$ cat src/rtl/fifo_pkg.sv
// Shared constants and helpers for the async FIFO and its read-side consumers.
//   DATA_WIDTH_DEF : default data width of the FIFO payload
//   ADDR_WIDTH_DEF : default FIFO address width
//   clog2()        : ceil(log2(value)), elaboration-time helper for pointer/count widths
package fifo_pkg;

  localparam int unsigned DATA_WIDTH_DEF = 8;
  localparam int unsigned ADDR_WIDTH_DEF = 4;

  function automatic int unsigned clog2(input int unsigned value);
    int unsigned res;
    res = 0;
    for (int unsigned i = 0; i < 32; i++) begin
      if ((64'd1 << i) < 64'(value)) res = i + 1;
    end
    return res;
  endfunction

endpackage

$ cat src/rtl/stream_skid_buf.sv
// DEPTH x DATA_WIDTH register buffer with circular read/write pointers.
//   clk, rst_n   : clock, asynchronous active-low reset
//   push         : write push_data at the tail this edge
//   push_data    : word to store
//   pop          : drop the head word this edge
//   head_data    : word at the head (valid when count != 0)
//   count        : number of stored words, 0..DEPTH
module stream_skid_buf
  import fifo_pkg::*;
#(
  parameter int unsigned DEPTH      = 2,
  parameter int unsigned DATA_WIDTH = DATA_WIDTH_DEF,
  localparam int unsigned PW        = clog2(DEPTH),
  localparam int unsigned CW        = clog2(DEPTH + 1)
) (
  input  logic                  clk,
  input  logic                  rst_n,
  input  logic                  push,
  input  logic [DATA_WIDTH-1:0] push_data,
  input  logic                  pop,
  output logic [DATA_WIDTH-1:0] head_data,
  output logic [CW-1:0]         count
);

  logic [DATA_WIDTH-1:0] mem_q [DEPTH];
  logic [DATA_WIDTH-1:0] mem_d [DEPTH];
  logic [PW-1:0]         wr_ptr_q, wr_ptr_d;
  logic [PW-1:0]         rd_ptr_q, rd_ptr_d;
  logic [CW-1:0]         count_q, count_d;

  // Explicit wrap compare so non-power-of-two depths work.
  function automatic logic [PW-1:0] ptr_inc(input logic [PW-1:0] p);
    if (p == PW'(DEPTH - 1)) return '0;
    else                     return p + PW'(1);
  endfunction

  always_comb begin
    mem_d    = mem_q;
    wr_ptr_d = wr_ptr_q;
    rd_ptr_d = rd_ptr_q;
    count_d  = count_q;
    if (push) begin
      mem_d[wr_ptr_q] = push_data;
      wr_ptr_d        = ptr_inc(wr_ptr_q);
    end
    if (pop) rd_ptr_d = ptr_inc(rd_ptr_q);
    case ({push, pop})
      2'b10:   count_d = count_q + CW'(1);
      2'b01:   count_d = count_q - CW'(1);
      default: count_d = count_q;
    endcase
  end

  always_ff @(posedge clk or negedge rst_n) begin
    if (!rst_n) begin
      for (int unsigned i = 0; i < DEPTH; i++) mem_q[i] <= '0;
      wr_ptr_q <= '0;
      rd_ptr_q <= '0;
      count_q  <= '0;
    end else begin
      mem_q    <= mem_d;
      wr_ptr_q <= wr_ptr_d;
      rd_ptr_q <= rd_ptr_d;
      count_q  <= count_d;
    end
  end

  assign head_data = mem_q[rd_ptr_q];
  assign count     = count_q;

  always @(posedge clk) begin
    if (rst_n) begin
      assert (!(push && !pop && count_q == CW'(DEPTH)));
      assert (!(pop && count_q == '0));
    end
  end

endmodule

$ cat src/rtl/fifo_rd_stream_adapter.sv
// Read-domain consumer of the async FIFO: converts the rd_en/empty interface with a
// registered data_out (1-cycle read latency) into a valid/ready stream, prefetching
// into a small skid buffer to sustain one word per cycle under backpressure.
//   rd_clk, rd_rst_n : read clock, asynchronous active-low reset
//   fifo_empty       : FIFO empty flag
//   fifo_rd_data     : FIFO data_out, valid the cycle after an accepted read
//   fifo_rd_en       : FIFO read request (combinational)
//   drain_en         : allow issuing new reads
//   m_valid/m_ready/m_data : output stream
//   word_cnt         : words handed off, wrapping
//   busy             : buffer non-empty or read outstanding
module fifo_rd_stream_adapter
  import fifo_pkg::*;
#(
  parameter int unsigned DATA_WIDTH = DATA_WIDTH_DEF,
  parameter int unsigned BUF_DEPTH  = 2,
  parameter int unsigned CNT_WIDTH  = 32
) (
  input  logic                  rd_clk,
  input  logic                  rd_rst_n,
  input  logic                  fifo_empty,
  input  logic [DATA_WIDTH-1:0] fifo_rd_data,
  output logic                  fifo_rd_en,
  input  logic                  drain_en,
  output logic                  m_valid,
  input  logic                  m_ready,
  output logic [DATA_WIDTH-1:0] m_data,
  output logic [CNT_WIDTH-1:0]  word_cnt,
  output logic                  busy
);

  localparam int unsigned CW = clog2(BUF_DEPTH + 1);

  logic [CW-1:0]        count;
  logic [CW:0]          occupancy;
  logic                 room;
  logic                 pop;
  logic                 issue;
  logic                 inflight_q, inflight_d;
  logic [CNT_WIDTH-1:0] word_cnt_q, word_cnt_d;

  // Buffered plus outstanding words must never exceed the buffer size; a pop this
  // cycle frees a slot, so a read may be issued even when currently at the cap.
  assign occupancy = {1'b0, count} + {{CW{1'b0}}, inflight_q};
  assign room      = occupancy < (CW + 1)'(BUF_DEPTH);

  assign m_valid    = (count != '0);
  assign pop        = m_valid & m_ready;
  // Gated by reset so no read is requested while the FIFO read side is held in reset.
  assign fifo_rd_en = rd_rst_n & drain_en & ~fifo_empty & (room | pop);
  assign issue      = fifo_rd_en & ~fifo_empty;
  assign busy       = m_valid | inflight_q;
  assign word_cnt   = word_cnt_q;

  always_comb begin
    inflight_d = issue;
    word_cnt_d = word_cnt_q;
    if (pop) word_cnt_d = word_cnt_q + CNT_WIDTH'(1);
  end

  always_ff @(posedge rd_clk or negedge rd_rst_n) begin
    if (!rd_rst_n) begin
      inflight_q <= 1'b0;
      word_cnt_q <= '0;
    end else begin
      inflight_q <= inflight_d;
      word_cnt_q <= word_cnt_d;
    end
  end

  // The word read last cycle is on fifo_rd_data now; capture it.
  stream_skid_buf #(
    .DEPTH      (BUF_DEPTH),
    .DATA_WIDTH (DATA_WIDTH)
  ) u_skid_buf (
    .clk       (rd_clk),
    .rst_n     (rd_rst_n),
    .push      (inflight_q),
    .push_data (fifo_rd_data),
    .pop       (pop),
    .head_data (m_data),
    .count     (count)
  );

  always @(posedge rd_clk) begin
    if (rd_rst_n) assert (occupancy <= (CW + 1)'(BUF_DEPTH));
  end

endmodule

$ cat config.mk
export PLATFORM = sky130hd
export DESIGN_NAME = fifo_rd_stream_adapter
export DESIGN_NICKNAME = d
export VERILOG_FILES = /design/src/rtl/fifo_pkg.sv /design/src/rtl/stream_skid_buf.sv /design/src/rtl/fifo_rd_stream_adapter.sv
export SDC_FILE = /design/constraint.sdc
export NUM_CORES = 1
export LEC_CHECK = 0
export CAP_MARGIN = 25
export CORE_ASPECT_RATIO = 0.7
export CORE_UTILIZATION = 45
export CTS_CLUSTER_DIAMETER = 120
export DETAILED_ROUTE_END_ITERATION = 12
export PLACE_DENSITY = 0.7
export SLEW_MARGIN = 30
export SYNTH_ARGS = -nofsm -noshare
export SYNTH_HDL_FRONTEND = slang
export SYNTH_SLANG_ARGS = --single-unit
$ cat constraint.sdc
create_clock -name rd_clk -period 2.4 [get_ports rd_clk]
set_input_delay 0.36 -clock rd_clk [delete_from_list [all_inputs] [get_ports rd_clk]]
set_output_delay 0.36 -clock rd_clk [all_outputs]
set_load 0.01 [all_outputs]
# ---- Word-level counts from Yosys, hierarchy flattened
# Index checks and enable logic that the tools add are counted.
dict set report word_totals {
  register_bits 53
  rom_bits 0
  latch_bits 0
  n_memories 0
  output_inout_bits 43
  inputBits 13
  mem_bits_rw 0
  wordCells 41
}
dict set report classes {
  mux 9
  order_cmp 4
  bitwise 10
  shifts 0
  n_addsub 6
  n_div 0
  reduce_logical 3
  n_eq_ne 2
  multipliers 0
}
# operator count
set ops {}
lappend ops {{adder 32 x 1 -> 32 bit, second input constant} 1}
lappend ops {{two-way mux 8 bit} 4}
lappend ops {{bitwise mux 16 bit} 1}
lappend ops {{demux 8 bit (select 1 bit)} 1}
lappend ops {{bitwise AND 1 bit} 5}
lappend ops {{greater-or-equal comparator 2 bit, second input constant} 2}
lappend ops {{inverter 1 -> 2 bit} 2}
lappend ops {{one-hot mux 2 bit (2 select lines)} 1}
lappend ops {{nonzero test 2 bit} 2}
lappend ops {{adder 2 x 1 -> 3 bit} 1}
lappend ops {{< comparator 3 x 2 -> 1 bit, second input constant} 1}
lappend ops {{adder 1 bit, second input constant} 2}
lappend ops {{adder 2 x 1 -> 2 bit, second input constant} 1}
lappend ops {{== test 2 x 1 -> 1 bit, second input constant} 1}
lappend ops {{== test 2 bit, second input constant} 1}
lappend ops {{< comparator 2 x 1 -> 1 bit, second input constant} 1}
lappend ops {{two-way mux 1 bit} 2}
lappend ops {{bitwise OR 1 bit} 2}
lappend ops {{subtractor 2 x 1 -> 2 bit, second input constant} 1}
lappend ops {{logical AND 1 bit} 1}
lappend ops {{inverter 1 bit} 1}

# ---- Longest topological paths before layout
# Gate-level depths: netlist (run 1).
dict set report depth {
  word_depth 6
  ltp_mapped 7
  depth_no_buf 5
}

# ---- Cells and area by module
# Synthesis (run 1) repeated with hierarchy kept, for this count alone.
dict set report hier_totals {
  cells_unflattened 197
  hier_area_um2 2439.8
}
# mod area_each_um2 seq_area_each_um2 cells_each instances
set modules_own_cells {}
lappend modules_own_cells {fifo_rd_stream_adapter 1582.8 825.8 142 1}
lappend modules_own_cells {stream_skid_buf 857.1 500.5 55 1}

# ---- Worst setup path after synthesis (run 1)
# Ideal clock, no wire load.
dict set report synth_path {
  path_type {register to register}
  from {register word_cnt_q[5], in the netlist word_cnt[5]}
  to {register word_cnt_q[27], in the netlist word_cnt[27]}
  setup_ns 0.079
  setup_slack_ns 0.900
  arrival_time_ns 1.420
  n_path_buf 0
  stages_incl_launch_ff 5
  synth_period_minus_slack_ns 1.500
  t_required_ns 2.321
  path_cell_list {dfrtp_1 > and4_2 > nand4_4 > nor4_1 > xor2_1}
}
dict set report synth_between {
  elab_chain_len 1
}
# element line_no
set synth_lines {}
lappend synth_lines {{start: declaration} fifo_rd_stream_adapter.sv:40} ;# logic [CNT_WIDTH-1:0] word_cnt_q, word_cnt_d;
lappend synth_lines {{start signal: assignment} fifo_rd_stream_adapter.sv:67} ;# word_cnt_q <= word_cnt_d;
lappend synth_lines {{adder 32 x 1 -> 32 bit} fifo_rd_stream_adapter.sv:58} ;# if (pop) word_cnt_d = word_cnt_q + CNT_WIDTH'(1);
# Every way passes these cells.
# A chain may end at the register's enable or synchronous reset.

# ---- Worst setup path after layout (run 1)
dict set report layout_path {
  from {register u_skid_buf.rd_ptr_q}
  to {output port m_data[7]}
}
dict set report layout_between {
  elab_chain_len 4
}
# element line_no
set layout_lines {}
lappend layout_lines {{start: declaration} stream_skid_buf.sv:28} ;# logic [PW-1:0] rd_ptr_q, rd_ptr_d;
lappend layout_lines {{start signal: assignment} stream_skid_buf.sv:63} ;# rd_ptr_q <= rd_ptr_d;
lappend layout_lines {{inverter 1 -> 2 bit (not written as such)} stream_skid_buf.sv:68} ;# assign head_data = mem_q[rd_ptr_q];
lappend layout_lines {{two-way mux 8 bit (not written as such) (3 in a row)} stream_skid_buf.sv:68}
lappend layout_lines {{end: declaration} fifo_rd_stream_adapter.sv:27} ;# output logic [DATA_WIDTH-1:0] m_data,
# Every way passes these cells. The select of a mux whose other input is x is not followed.

==> PnR_summary.wiki, run 1 <==
{| class="wikitable"
! Metric !! Value
|-
| Clk_lat worst skew || 0.30 ns
|-
| Synthesized instance count || 196
|-
| Max-cap check violation count || 0
|-
| Die Y-Extent || 64.50 µm
|-
| Required arrival time at the worst endpoint || 2.04 ns
|-
| Net count of the finished layout || 271
|-
| Number of hold buffers added after cts || 0
|-
| Leading cell type by number of instances after synthesis || sky130_fd_sc_hd__dfrtp_1
|-
| Maximum level of the CTS H-tree || 2
|-
| Layout Cells excl Fill || 328
|-
| Kind of path behind the tightest hold check || in -> async
|-
| Via count of the first global-routing pass || 1690
|-
| M3 GR Usage || 3.756%
|-
| Power density relative to cell area || 872.0 mW/mm²
|-
| Via count of the routed design || 1662
|-
| Remaining antenna violation count || 0
|-
| EDFF count, synth || 0
|-
| Buffer levels on the longest clock path || 2
|-
| Fraction of registers with async set or reset after synthesis || 100.0%
|-
| Register area share after synthesis || 52.82%
|-
| Synthesis-to-layout area growth || 27.85%
|-
| Highest attainable clock frequency || 466.9 MHz
|-
| Most frequent cells after synthesis || sky130_fd_sc_hd__dfrtp_1 (53), sky130_fd_sc_hd__mux2_2 (25), sky130_fd_sc_hd__xor2_1 (24)
|-
| Average size of a mapped cell || 12.81 µm²
|-
| Number of warnings issued by yosys || 0
|-
| Number of DRC violations after detailed routing || 0
|-
| Buffering stage count on the worst path with inverters included || 1
|-
| Number of pins with negative max-slew slack in the final report || 0
|-
| Type of destination of the critical path || primary output
|-
| Horizontal die dimension || 91.29 µm
|-
| Cells traversed along the worst timing path || mux2_2 > clkdlybuf4s50_1
|-
| Flip-flop cell with the highest count after synthesis || sky130_fd_sc_hd__dfrtp_1
|-
| Cts bufs inserted || 5
|-
| Final global-route overflow total || 0
|-
| Number of nets produced by synthesis || 211
|-
| Cell type with the largest total area after synthesis || sky130_fd_sc_hd__dfrtp_1
|-
| Met2 usage || 26.33%
|-
| Clk slew on worst S/H paths || 0.09 ns
|-
| Post-Syn Area || 0.002511 mm²
|-
| Max transition margin || 56.25%
|-
| Cell type group with the largest total delay on the critical path || flip-flops
|-
| FF/Latch Area || 0.001326 mm²
|-
| Highest cell delay on the worst timing path || 0.62 ns
|-
| Clock root buffer || sky130_fd_sc_hd__clkbuf_8
|-
| Period Utilization, post-route || 89.24%
|-
| Total detailed-routing wirelength || 4672 µm
|-
| Measured slew at the worst slew-check pin || 0.6563 ns
|-
| Core Area || 0.005313 mm²
|-
| Arrival @ worst endpoint || 1.78 ns
|-
| Worst Path Max Fanout || 9
|-
| Share of layout cells above drive strength 1 || 19.14%
|-
| Ratio of routed vias to standard cells || 5.067
|-
| Highest-delay cell along the critical path || sky130_fd_sc_hd__dfrtp_1
|-
| Starting density of the core || 47.27%
|-
| Type of origin of the critical path || register
|-
| Last weighted congestion value of the routability-driven placer || 0.7039
|-
| Met1 track demand over resource || 27.19%
|-
| Multi-input gate area || 0.001117 mm²
|-
| Outcome || complete, no violations
|-
| Share of the synthesized area in the top cell type || 52.82%
|-
| Unrepaired setup endpoints after global routing || false
|-
| Number of gates resized after CTS || 0
|-
| Number of I/O pins || 56
|-
| Wire length of the first global-routing pass || 8355 µm
|-
| Post-CTS Repair Setup Buffers || 0
|-
| Number of buffers added on ports || 55
|-
| Placed cells || 321
|-
| Count of endpoints failing setup in the final report || 0
|-
| Leakage power figure || 1.446 nW
|-
| Synth cell types || 30
|-
| Clock Skew || 0.004967 ns
|-
| Most heavily used metal layer in global routing || met1
|-
| Antenna fix cells || 0
|-
| Antenna violations before repair || 0
|-
| Area enclosed by the die boundary || 0.005888 mm²
|-
| Fin. Hold Viols || 0
|-
| Number of fill cells || 424
|-
| Seq cells post-synth || 53
|-
| Final core utilization || 60.43%
|-
| Class of the most critical setup path || reg -> out
|-
| Initial DRT Pass Iterations || 4
|-
| Period minus WS final || 2.142 ns
|-
| Largest cells by area after synthesis || sky130_fd_sc_hd__dfrtp_1 (53%), sky130_fd_sc_hd__mux2_2 (11%), sky130_fd_sc_hd__xor2_1 (8.4%), sky130_fd_sc_hd__xnor2_1 (4.2%), sky130_fd_sc_hd__nor4_2 (3.0%)
|-
| Overall global routing resource usage || 18.03%
|-
| DP Wirelength || 3382 µm
|-
| Initial DRC Count || 75
|-
| Number of cell rows || 22
|-
| Sink Count || 53
|-
| Clock tree from TritonCTS || built
|-
| Maximum number of pins on one net before global-route repair || 54
|-
| Final hold slack || 0.2593 ns
|-
| Detailed-route wire length per cell || 14.24 µm
|-
| Largest vdd supply drop || 593.0 µV
|-
| Setup TNS Final || 0 ns
|}
==> state kept, by name, indices dropped and copies added (netlist names) <==
| signal | count |
|---|---|
| u_skid_buf.rd_ptr_q | 1 |
| inflight_q | 1 |
| u_skid_buf.mem_q | 16 |
| u_skid_buf.wr_ptr_q | 1 |
| u_skid_buf.count | 2 |
| word_cnt | 32 |
==> report_power, final <==
| group | switching, W | internal (W) |
|---|---|---|
| logic | 0.000344 | 0.000627 |
| registers | 0.000214 | 0.00112 |
| clock network | 0.000266 | 0.000229 |
| total | 0.000824 | 0.00198 |
==> final timing paths <==
check                                    startpoint                   end  slack (ns)  depth (start not counted)
worst max-delay path            u_skid_buf.rd_ptr_q             m_data[7]        0.26                          2
worst min-delay path                       rd_rst_n          word_cnt[30]        0.26                          2
worst max register to register          word_cnt[0]          word_cnt[20]        0.65                          4
worst min register to register         word_cnt[31]          word_cnt[31]        0.49                          1
max in group asynchronous                  rd_rst_n  u_skid_buf.mem_q[11]        1.70                          2
min in group rd_clk                        rd_rst_n            inflight_q        0.37                          3
==> cells in the final DEF (no fill, tap or decap), types with 8 or more instances in the layout <==
cell                               n
sky130_fd_sc_hd__dfrtp_1          53
sky130_fd_sc_hd__nand2_1          12
sky130_fd_sc_hd__clkdlybuf4s50_1  54
sky130_fd_sc_hd__mux2_2           25
sky130_fd_sc_hd__nand3_1           8
sky130_fd_sc_hd__nor3_1            9
sky130_fd_sc_hd__xnor2_1          12
sky130_fd_sc_hd__xor2_1           24
==> area by class of cell <==
class | instances | area share (%)
flip-flops and latches | 53 | 41.31
multi-input cells | 132 | 34.80
repair buffers | 58 | 17.69
well taps | 72 | 2.806
clock buffers | 7 | 2.689
inverters | 6 | 0.7015
==> through the flow <==
stage	instance area (µm²)	total power, W	setup slack (ns)
finish	3211	0.002800	0.2584
global route	3211	0.002982	0.1354
CTS	3211	0.002833	0.2380
detailed placement	3124	0.002333	0.2913
global placement	3124	0.002306	0.3440
floorplan	2511	0.001869	0.9003
==> logic make-up (layout without fill, tap and decap cells) <==
logic type	count (synthesis)	in the layout	synth area share [%]
AOI/OAI and AO/OA	3	3	0.7972
and+or+nand+nor	66	66	18.93
buffers and inverters	11	71	2.690
DFF	53	53	52.82
adders and majority gates	2	2	0.9964
muxes	25	25	11.21
xor gates and xnor gates	36	36	12.56
==> layer usage <==
layer	wire [µm]	share of wire, %
met5	0	0
met4	44	0.94
met3	169	3.6
met2	2021	43
met1	2437	52
No activity file was read; power rests on OpenSTA's default activity.
==> run 2, diff against run 1 <==
--- a/config.mk
+++ b/config.mk
@@ -10,7 +10,7 @@
 export CORE_UTILIZATION = 45
 export CTS_CLUSTER_DIAMETER = 120
 export DETAILED_ROUTE_END_ITERATION = 12
-export PLACE_DENSITY = 0.7
+export PLACE_DENSITY = 0.72
 export SLEW_MARGIN = 30
 export SYNTH_ARGS = -nofsm -noshare
 export SYNTH_HDL_FRONTEND = slang
==> constraint.sdc (replaced) <==
create_clock -name rd_clk -period 1.8 [get_ports rd_clk]
set_input_delay 0.27 -clock rd_clk [delete_from_list [all_inputs] [get_ports rd_clk]]
set_output_delay 0.27 -clock rd_clk [all_outputs]
set_load 0.01 [all_outputs]
==> run 2 against run 1 <==
  * Cell count grew 4.3%
  * Critical path depth grew 1
  * Sequential cell count is the same
  * Core utilization grew 2.7 points
  * Global-route usage grew 0.75 points
  * Sequential power grew 26%
  * Count of clock-buffer cells in the layout shrank 2
  * Wire length grew 7.2%
  * Register-to-register slack lost 0.50 ns
  * Largest cell class unchanged
  * Largest power group unchanged
==> PnR_summary.wiki, run 2 (synthesis results as in run 1) <==
{| class="wikitable"
! Metric !! Value
|-
| Maximum number of pins on one net before global-route repair || 54 (unchanged)
|-
| Required arrival time at the worst endpoint || 1.53 ns (was 2.04 ns)
|-
| Fin. Hold Viols || 0 (unchanged)
|-
| Clock Skew || 0.005766 ns (was 0.004967 ns)
|-
| Worst Path Max Fanout || 4 (was 9)
|-
| Clock root buffer || sky130_fd_sc_hd__clkbuf_8 (unchanged)
|-
| Number of DRC violations after detailed routing || 0 (unchanged)
|-
| Unrepaired setup endpoints after global routing || false (unchanged)
|-
| Buffering stage count on the worst path with inverters included || 2 (was 1)
|-
| Period minus WS final || 1.716 ns
|-
| Cell area reported after detailed placement || 0.003197 mm² (was 0.003124 mm²)
|-
| Highest-delay cell along the critical path || sky130_fd_sc_hd__dfrtp_1 (unchanged)
|-
| Clock tree from TritonCTS || built (unchanged)
|-
| Ratio of routed vias to standard cells || 5.012 (was 5.067)
|-
| Wire length of the first global-routing pass || 8549 µm (was 8355 µm)
|-
| Total detailed-routing wirelength || 5007 µm (was 4672 µm)
|-
| Remaining antenna violation count || 0 (unchanged)
|-
| Class of the most critical setup path || reg -> out (unchanged)
|-
| Initial DRC Count || 59 (was 75)
|-
| Fraction of power spent switching nets || 28.63% (was 29.44%)
|-
| Layout Cells excl Fill || 342 (was 328)
|-
| Final hold slack || 0.1634 ns (was 0.2593 ns)
|-
| Cts bufs inserted || 5 (unchanged)
|-
| Antenna fix cells || 0 (unchanged)
|-
| Maximum level of the CTS H-tree || 2 (unchanged)
|-
| Sink Count || 53 (unchanged)
|-
| Share of layout cells above drive strength 1 || 24.44% (was 19.14%)
|-
| Combinational fraction of design power || 35.5% (was 34.7%)
|-
| Type of origin of the critical path || register (unchanged)
|-
| Largest vdd supply drop || 850.8 µV (was 593.0 µV)
|-
| Top library cells by usage in the layout, fill and taps aside || sky130_fd_sc_hd__dfrtp_1 (52), sky130_fd_sc_hd__clkdlybuf4s50_1 (43), sky130_fd_sc_hd__mux2_2 (25) (was sky130_fd_sc_hd__clkdlybuf4s50_1 (54), sky130_fd_sc_hd__dfrtp_1 (53), sky130_fd_sc_hd__mux2_2 (25))
|-
| Power density relative to cell area || 1208 mW/mm² (was 872.0 mW/mm²)
|-
| Post-route cell area || 0.003352 mm² (was 0.003211 mm²)
|-
| Highest cell delay on the worst timing path || 0.42 ns (was 0.62 ns)
|-
| Number of buffers added on ports || 55 (unchanged)
|-
| Detailed-route wire length per cell || 14.64 µm (was 14.24 µm)
|-
| Most common library cell in the layout ignoring fill and taps || sky130_fd_sc_hd__dfrtp_1 (was sky130_fd_sc_hd__clkdlybuf4s50_1)
|-
| Switching Power || 0.001160 W (was 0.0008241 W)
|-
| Net count of the finished layout || 284 (was 271)
|-
| Via count of the routed design || 1714 (was 1662)
|-
| Final global-route overflow total || 0 (unchanged)
|-
| Max FFs per register || 32 (unchanged)
|-
| Max transition margin || 56.16% (was 56.25%)
|-
| Starting density of the core || 47.27% (unchanged)
|-
| Final core utilization || 63.09% (was 60.43%)
|-
| Initial DRT Pass Iterations || 4 (unchanged)
|-
| Overall global routing resource usage || 18.77% (was 18.03%)
|-
| Clock network fraction of design power || 23.0% (was 17.7%)
|-
| Last weighted congestion value of the routability-driven placer || 0.7446 (was 0.7039)
|-
| Type of destination of the critical path || primary output (unchanged)
|-
| Number of cell rows || 22 (unchanged)
|-
| Period Utilization, post-route || 95.33%
|-
| Clk slew on worst S/H paths || 0.09 ns (about the same)
|-
| Cells traversed along the worst timing path || buf_4 > or2_2 > dlygate4sd2_1 (was mux2_2 > clkdlybuf4s50_1)
|-
| Leakage power figure || 1.550 nW (was 1.446 nW)
|-
| Via count of the first global-routing pass || 1742 (was 1690)
|-
| Buffer levels on the longest clock path || 2 (unchanged)
|-
| Max-cap check violation count || 0 (unchanged)
|-
| Clk_lat worst skew || 0.30 ns (about the same)
|-
| Outcome || complete, no violations (unchanged)
|-
| Placed cells || 329 (was 321)
|-
| Highest attainable clock frequency || 582.8 MHz
|-
| Cell type group with the largest total delay on the critical path || buffers and inverters (was flip-flops)
|-
| Area enclosed by the die boundary || 0.005888 mm² (unchanged)
|-
| Count of endpoints failing setup in the final report || 0 (unchanged)
|-
| DP Wirelength || 3489 µm (was 3382 µm)
|-
| Arrival @ worst endpoint || 1.45 ns (was 1.78 ns)
|-
| Synthesis-to-layout area growth || 33.48% (was 27.85%)
|-
| Internal Pwr Total || 0.002891 W (was 0.001975 W)
|-
| Setup TNS Final || 0 ns (unchanged)
|-
| Sequential share of power || 41.6% (was 47.6%)
|-
| Kind of path behind the tightest hold check || in -> async (unchanged)
|-
| Core Area || 0.005313 mm² (unchanged)
|-
| Horizontal die dimension || 91.29 µm (unchanged)
|-
| Die Y-Extent || 64.50 µm (unchanged)
|-
| Measured slew at the worst slew-check pin || 0.6575 ns (was 0.6563 ns)
|-
| Number of pins with negative max-slew slack in the final report || 0 (unchanged)
|-
| Antenna violations before repair || 0 (unchanged)
|-
| Number of I/O pins || 56 (unchanged)
|}
run 2: changes by cell type in the layout (fill, tap and decap cells not counted), moves of 2 or more:
cell / delta
sky130_fd_sc_hd__buf_4: +12
sky130_fd_sc_hd__bufinv_16: +2
sky130_fd_sc_hd__dlygate4sd2_1: +10
sky130_fd_sc_hd__clkdlybuf4s50_1: -11
run 2: final cells by class:
| type | count | area [µm²] |
|---|---|---|
| Fill cell | 426 | 1961 |
| Sequential cell | 53 | 1328 |
| Multi-Input combinational cell | 132 | 1117 |
| Timing Repair Buffer | 71 | 660.6 |
| Tap cell | 72 | 90.09 |
| Clock buffer | 5 | 68.82 |
| Clock inverter | 3 | 65.06 |
| Inverter | 6 | 22.52 |
run 2: path summary, 6_finish.rpt:
check | endpoint | cells past startpoint | start | slack, ns
worst max-delay path | m_valid | 3 | u_skid_buf.count[0] | 0.08
worst min-delay path | u_skid_buf.mem_q[9] | 2 | rd_rst_n | 0.16
worst max register to register | u_skid_buf.count[1] | 7 | u_skid_buf.count[1] | 0.15
worst min register to register | word_cnt[31] | 1 | word_cnt[31] | 0.47
max in group asynchronous | u_skid_buf.rd_ptr_q | 2 | rd_rst_n | 1.18
min in group rd_clk | inflight_q | 3 | rd_rst_n | 0.27
run 2: per-stage QoR:
stage	setup WS, ns	total power (W)
final	0.08410	0.004051
after global routing	0.002874	0.004292
after CTS	0.07361	0.004093
after detailed placement	-0.1003	0.003202
after global placement	-0.1039	0.003147
after floorplan	0.3003	0.002491
run 2: timing repair:
item,CTS,global route
buffers inserted,5,0
endpoints found under the hold margin,0,0
resized for setup,13,2
gates cloned,0,0
endpoints found under the setup margin,11,1
hold buffers,0,0
run 2: power groups by stage:
| stage | Combinational [W] | Sequential [W] | Clock, W |
|---|---|---|---|
| 2_1_floorplan | 0.000772 | 0.00172 | 0 |
| 3_3_place_gp | 0.00141 | 0.00174 | 0 |
| 3_5_place_dp | 0.00145 | 0.00175 | 0 |
| 4_1_cts | 0.00146 | 0.00168 | 0.000953 |
| 5_1_grt | 0.00156 | 0.00173 | 0.00100 |
| 6_report | 0.00144 | 0.00168 | 0.000930 |
run 2: layer usage:
layer	wire length, µm	vias to the layer above	global-route usage, %
met1	2493	842	27.18
met5	0	-	0
li1	-	835	-
met2	2298	33	28.79
met4	52	0	5.357
met3	163	4	3.756
==> run 3, diff against run 2 <==
--- a/config.mk
+++ b/config.mk
@@ -10,7 +10,7 @@
 export CORE_UTILIZATION = 45
 export CTS_CLUSTER_DIAMETER = 120
 export DETAILED_ROUTE_END_ITERATION = 12
-export PLACE_DENSITY = 0.72
+export PLACE_DENSITY = 0.7
 export SLEW_MARGIN = 30
 export SYNTH_ARGS = -nofsm -noshare
 export SYNTH_HDL_FRONTEND = slang
==> constraint.sdc (replaced) <==
create_clock -name rd_clk -period 2.15 [get_ports rd_clk]
set_input_delay 0.3225 -clock rd_clk [delete_from_list [all_inputs] [get_ports rd_clk]]
set_output_delay 0.3225 -clock rd_clk [all_outputs]
set_load 0.01 [all_outputs]
==> run 3 against run 2 <==
  * Cell count decreased by 3.8%
  * Clock skew decreased by 0.00066 ns
  * Power decreased by 22%
  * Worst hold slack improved by 0.061 ns
  * Combinational power decreased by 24%
  * Global-route usage decreased by 1.2 points
  * Critical path depth increased by 1
  * Critical path type unchanged
  * Largest power group unchanged
  * Highest routed layer unchanged
==> PnR_summary.wiki, run 3 (synthesis results as in run 1) <==
{| class="wikitable"
! Metric !! Value
|-
| Number of I/O pins || 56 (unchanged)
|-
| Number of buffers added on ports || 55 (unchanged)
|-
| Worst-case register-to-register setup slack || 0.42 ns (was 0.15 ns)
|-
| Total detailed-routing wirelength || 4723 µm (was 5007 µm)
|-
| Wire length of the first global-routing pass || 8073 µm (was 8549 µm)
|-
| Unrepaired setup endpoints after global routing || false (unchanged)
|-
| Maximum level of the CTS H-tree || 2 (unchanged)
|-
| Fin. Hold Viols || 0 (unchanged)
|-
| Net count of the finished layout || 272 (was 284)
|-
| Multi-input gate area || 0.001117 mm² (unchanged)
|-
| Maximum number of pins on one net before global-route repair || 54 (unchanged)
|-
| Number of fill cells || 434 (was 426)
|-
| Clock tree from TritonCTS || built (unchanged)
|-
| Number of DRC violations after detailed routing || 0 (unchanged)
|-
| Outcome || complete, no violations (unchanged)
|-
| Type of origin of the critical path || register (unchanged)
|-
| Number of cell rows || 22 (unchanged)
|-
| Core Area || 0.005313 mm² (unchanged)
|-
| Clk slew on worst S/H paths || 0.09 ns (about the same)
|-
| Layout Cells excl Fill || 329 (was 342)
|-
| Synthesis-to-layout area growth || 28.20% (was 33.48%)
|-
| Number of hold buffers added after cts || 0 (unchanged)
|-
| Cts bufs inserted || 5 (unchanged)
|-
| Worst setup timing slack at the placement stage || 0.07197 ns (was -0.1003 ns)
|-
| Highest attainable clock frequency || 491.9 MHz
|-
| Power density relative to cell area || 975.5 mW/mm² (was 1208 mW/mm²)
|-
| Clock Skew || 0.005109 ns (was 0.005766 ns)
|-
| Via count of the routed design || 1655 (was 1714)
|-
| Last weighted congestion value of the routability-driven placer || 0.7039 (was 0.7446)
|-
| Max FFs per register || 32 (unchanged)
|-
| Area enclosed by the die boundary || 0.005888 mm² (unchanged)
|-
| Required arrival time at the worst endpoint || 1.83 ns (was 1.53 ns)
|-
| Starting density of the core || 47.27% (unchanged)
|-
| Class of the most critical setup path || reg -> out (unchanged)
|-
| Top library cells by usage in the layout, fill and taps aside || sky130_fd_sc_hd__clkdlybuf4s50_1 (54), sky130_fd_sc_hd__dfrtp_1 (52), sky130_fd_sc_hd__mux2_2 (25) (was sky130_fd_sc_hd__dfrtp_1 (52), sky130_fd_sc_hd__clkdlybuf4s50_1 (43), sky130_fd_sc_hd__mux2_2 (25))
|-
| FF/Latch Area || 0.001328 mm² (unchanged)
|-
| Largest vdd supply drop || 633.0 µV (was 850.8 µV)
|-
| Antenna fix cells || 0 (unchanged)
|-
| Period Utilization, post-route || 94.55%
|-
| Period minus WS final || 2.033 ns
|-
| Clk_lat worst skew || 0.30 ns (about the same)
|-
| Final global-route overflow total || 0 (unchanged)
|-
| Type of destination of the critical path || primary output (unchanged)
|-
| Leakage power figure || 1.450 nW (was 1.550 nW)
|-
| Clock root buffer || sky130_fd_sc_hd__clkbuf_8 (unchanged)
|-
| Overall global routing resource usage || 17.62% (was 18.77%)
|-
| Via count of the first global-routing pass || 1632 (was 1742)
|-
| Worst Path Max Fanout || 7 (was 4)
|-
| Startpoint of the most critical setup path || u_skid_buf.count[0] (unchanged)
|-
| Final worst setup slack || 0.1171 ns (was 0.08410 ns)
|-
| Final hold slack || 0.2239 ns (was 0.1634 ns)
|-
| Max-cap check violation count || 0 (unchanged)
|-
| Sink Count || 53 (unchanged)
|-
| Kind of path behind the tightest hold check || in -> async (unchanged)
|-
| Most common library cell in the layout ignoring fill and taps || sky130_fd_sc_hd__clkdlybuf4s50_1 (was sky130_fd_sc_hd__dfrtp_1)
|-
| Initial DRC Count || 93 (was 59)
|-
| Share of layout cells above drive strength 1 || 19.84% (was 24.44%)
|-
| Max transition margin || 56.30% (was 56.16%)
|-
| Detailed-route wire length per cell || 14.36 µm (was 14.64 µm)
|-
| Setup TNS Final || 0 ns (unchanged)
|-
| Buffer levels on the longest clock path || 2 (unchanged)
|-
| Measured slew at the worst slew-check pin || 0.6554 ns (was 0.6575 ns)
|-
| Remaining antenna violation count || 0 (unchanged)
|-
| Arrival @ worst endpoint || 1.71 ns (was 1.45 ns)
|-
| Placed cells || 322 (was 329)
|-
| Horizontal die dimension || 91.29 µm (unchanged)
|-
| Count of endpoints failing setup in the final report || 0 (unchanged)
|-
| Ratio of routed vias to standard cells || 5.030 (was 5.012)
|-
| DP Wirelength || 3412 µm (was 3489 µm)
|-
| Launching point of the worst reg2reg path || u_skid_buf.count[0] (was u_skid_buf.count[1])
|-
| Initial DRT Pass Iterations || 4 (unchanged)
|-
| Die Y-Extent || 64.50 µm (unchanged)
|-
| Antenna violations before repair || 0 (unchanged)
|-
| Power after layout || 0.003141 W (was 0.004051 W)
|-
| Number of pins with negative max-slew slack in the final report || 0 (unchanged)
|}
-- run 3: report_power, final --
| part | switching, W | internal (W) | total [W] |
|---|---|---|---|
| registers | 0.000241 | 0.00125 | 0.00149 |
| logic | 0.000387 | 0.000706 | 0.00109 |
| clock network | 0.000298 | 0.000256 | 0.000554 |
-- run 3: area by class of cell --
| cell class | count | share of cell area, % |
|---|---|---|
| Inverter | 6 | 0.6996 |
| Clock buffer | 7 | 2.682 |
| Timing Repair Buffer | 59 | 17.88 |
| Sequential cell | 53 | 41.24 |
| Multi-Input combinational cell | 132 | 34.71 |
| Tap cell | 72 | 2.798 |
-- run 3: worst paths after layout --
check	to	depth (start not counted)
min in group rd_clk	inflight_q	3
hold reg to reg	word_cnt[31]	1
setup / recovery	fifo_rd_en	4
setup reg to reg	word_cnt[27]	4
max in group asynchronous	u_skid_buf.rd_ptr_q	2
hold / removal	word_cnt[30]	2
-- run 3: repair_timing --
| item | in CTS | in global routing |
|---|---|---|
| gates resized for setup | 0 | 1 |
| buffers inserted | 0 | 0 |
| endpoints found under the setup margin | 0 | 8 |
-- run 3: routing by layer --
layer | routed length (µm) | global-route usage (%) | share of wire, % | up-vias
met1 | 2462 | 25.74 | 52 | 807
met4 | 59 | 5.952 | 1.2 | 0
li1 | - | - | - | 810
met2 | 2048 | 26.33 | 43 | 33
met3 | 152 | 3.404 | 3.2 | 5
met5 | 0 | 0 | 0 | -
-- run 3: worst max-delay path: stages, from the launching register on --
cell and delay [ns]:
sky130_fd_sc_hd__dfrtp_1 0.46, sky130_fd_sc_hd__a21oi_1 0.17, sky130_fd_sc_hd__nor2_1 0.07, sky130_fd_sc_hd__nor3_1 0.16, sky130_fd_sc_hd__clkdlybuf4s50_1 0.55
-- run 3: stage by stage --
stage	util (%)	area [µm²]
2_1_floorplan	-	2511
3_3_place_gp	58.95	3132
3_5_place_dp	58.95	3132
4_1_cts	60.57	3218
5_1_grt	60.60	3219
6_report	60.60	3219
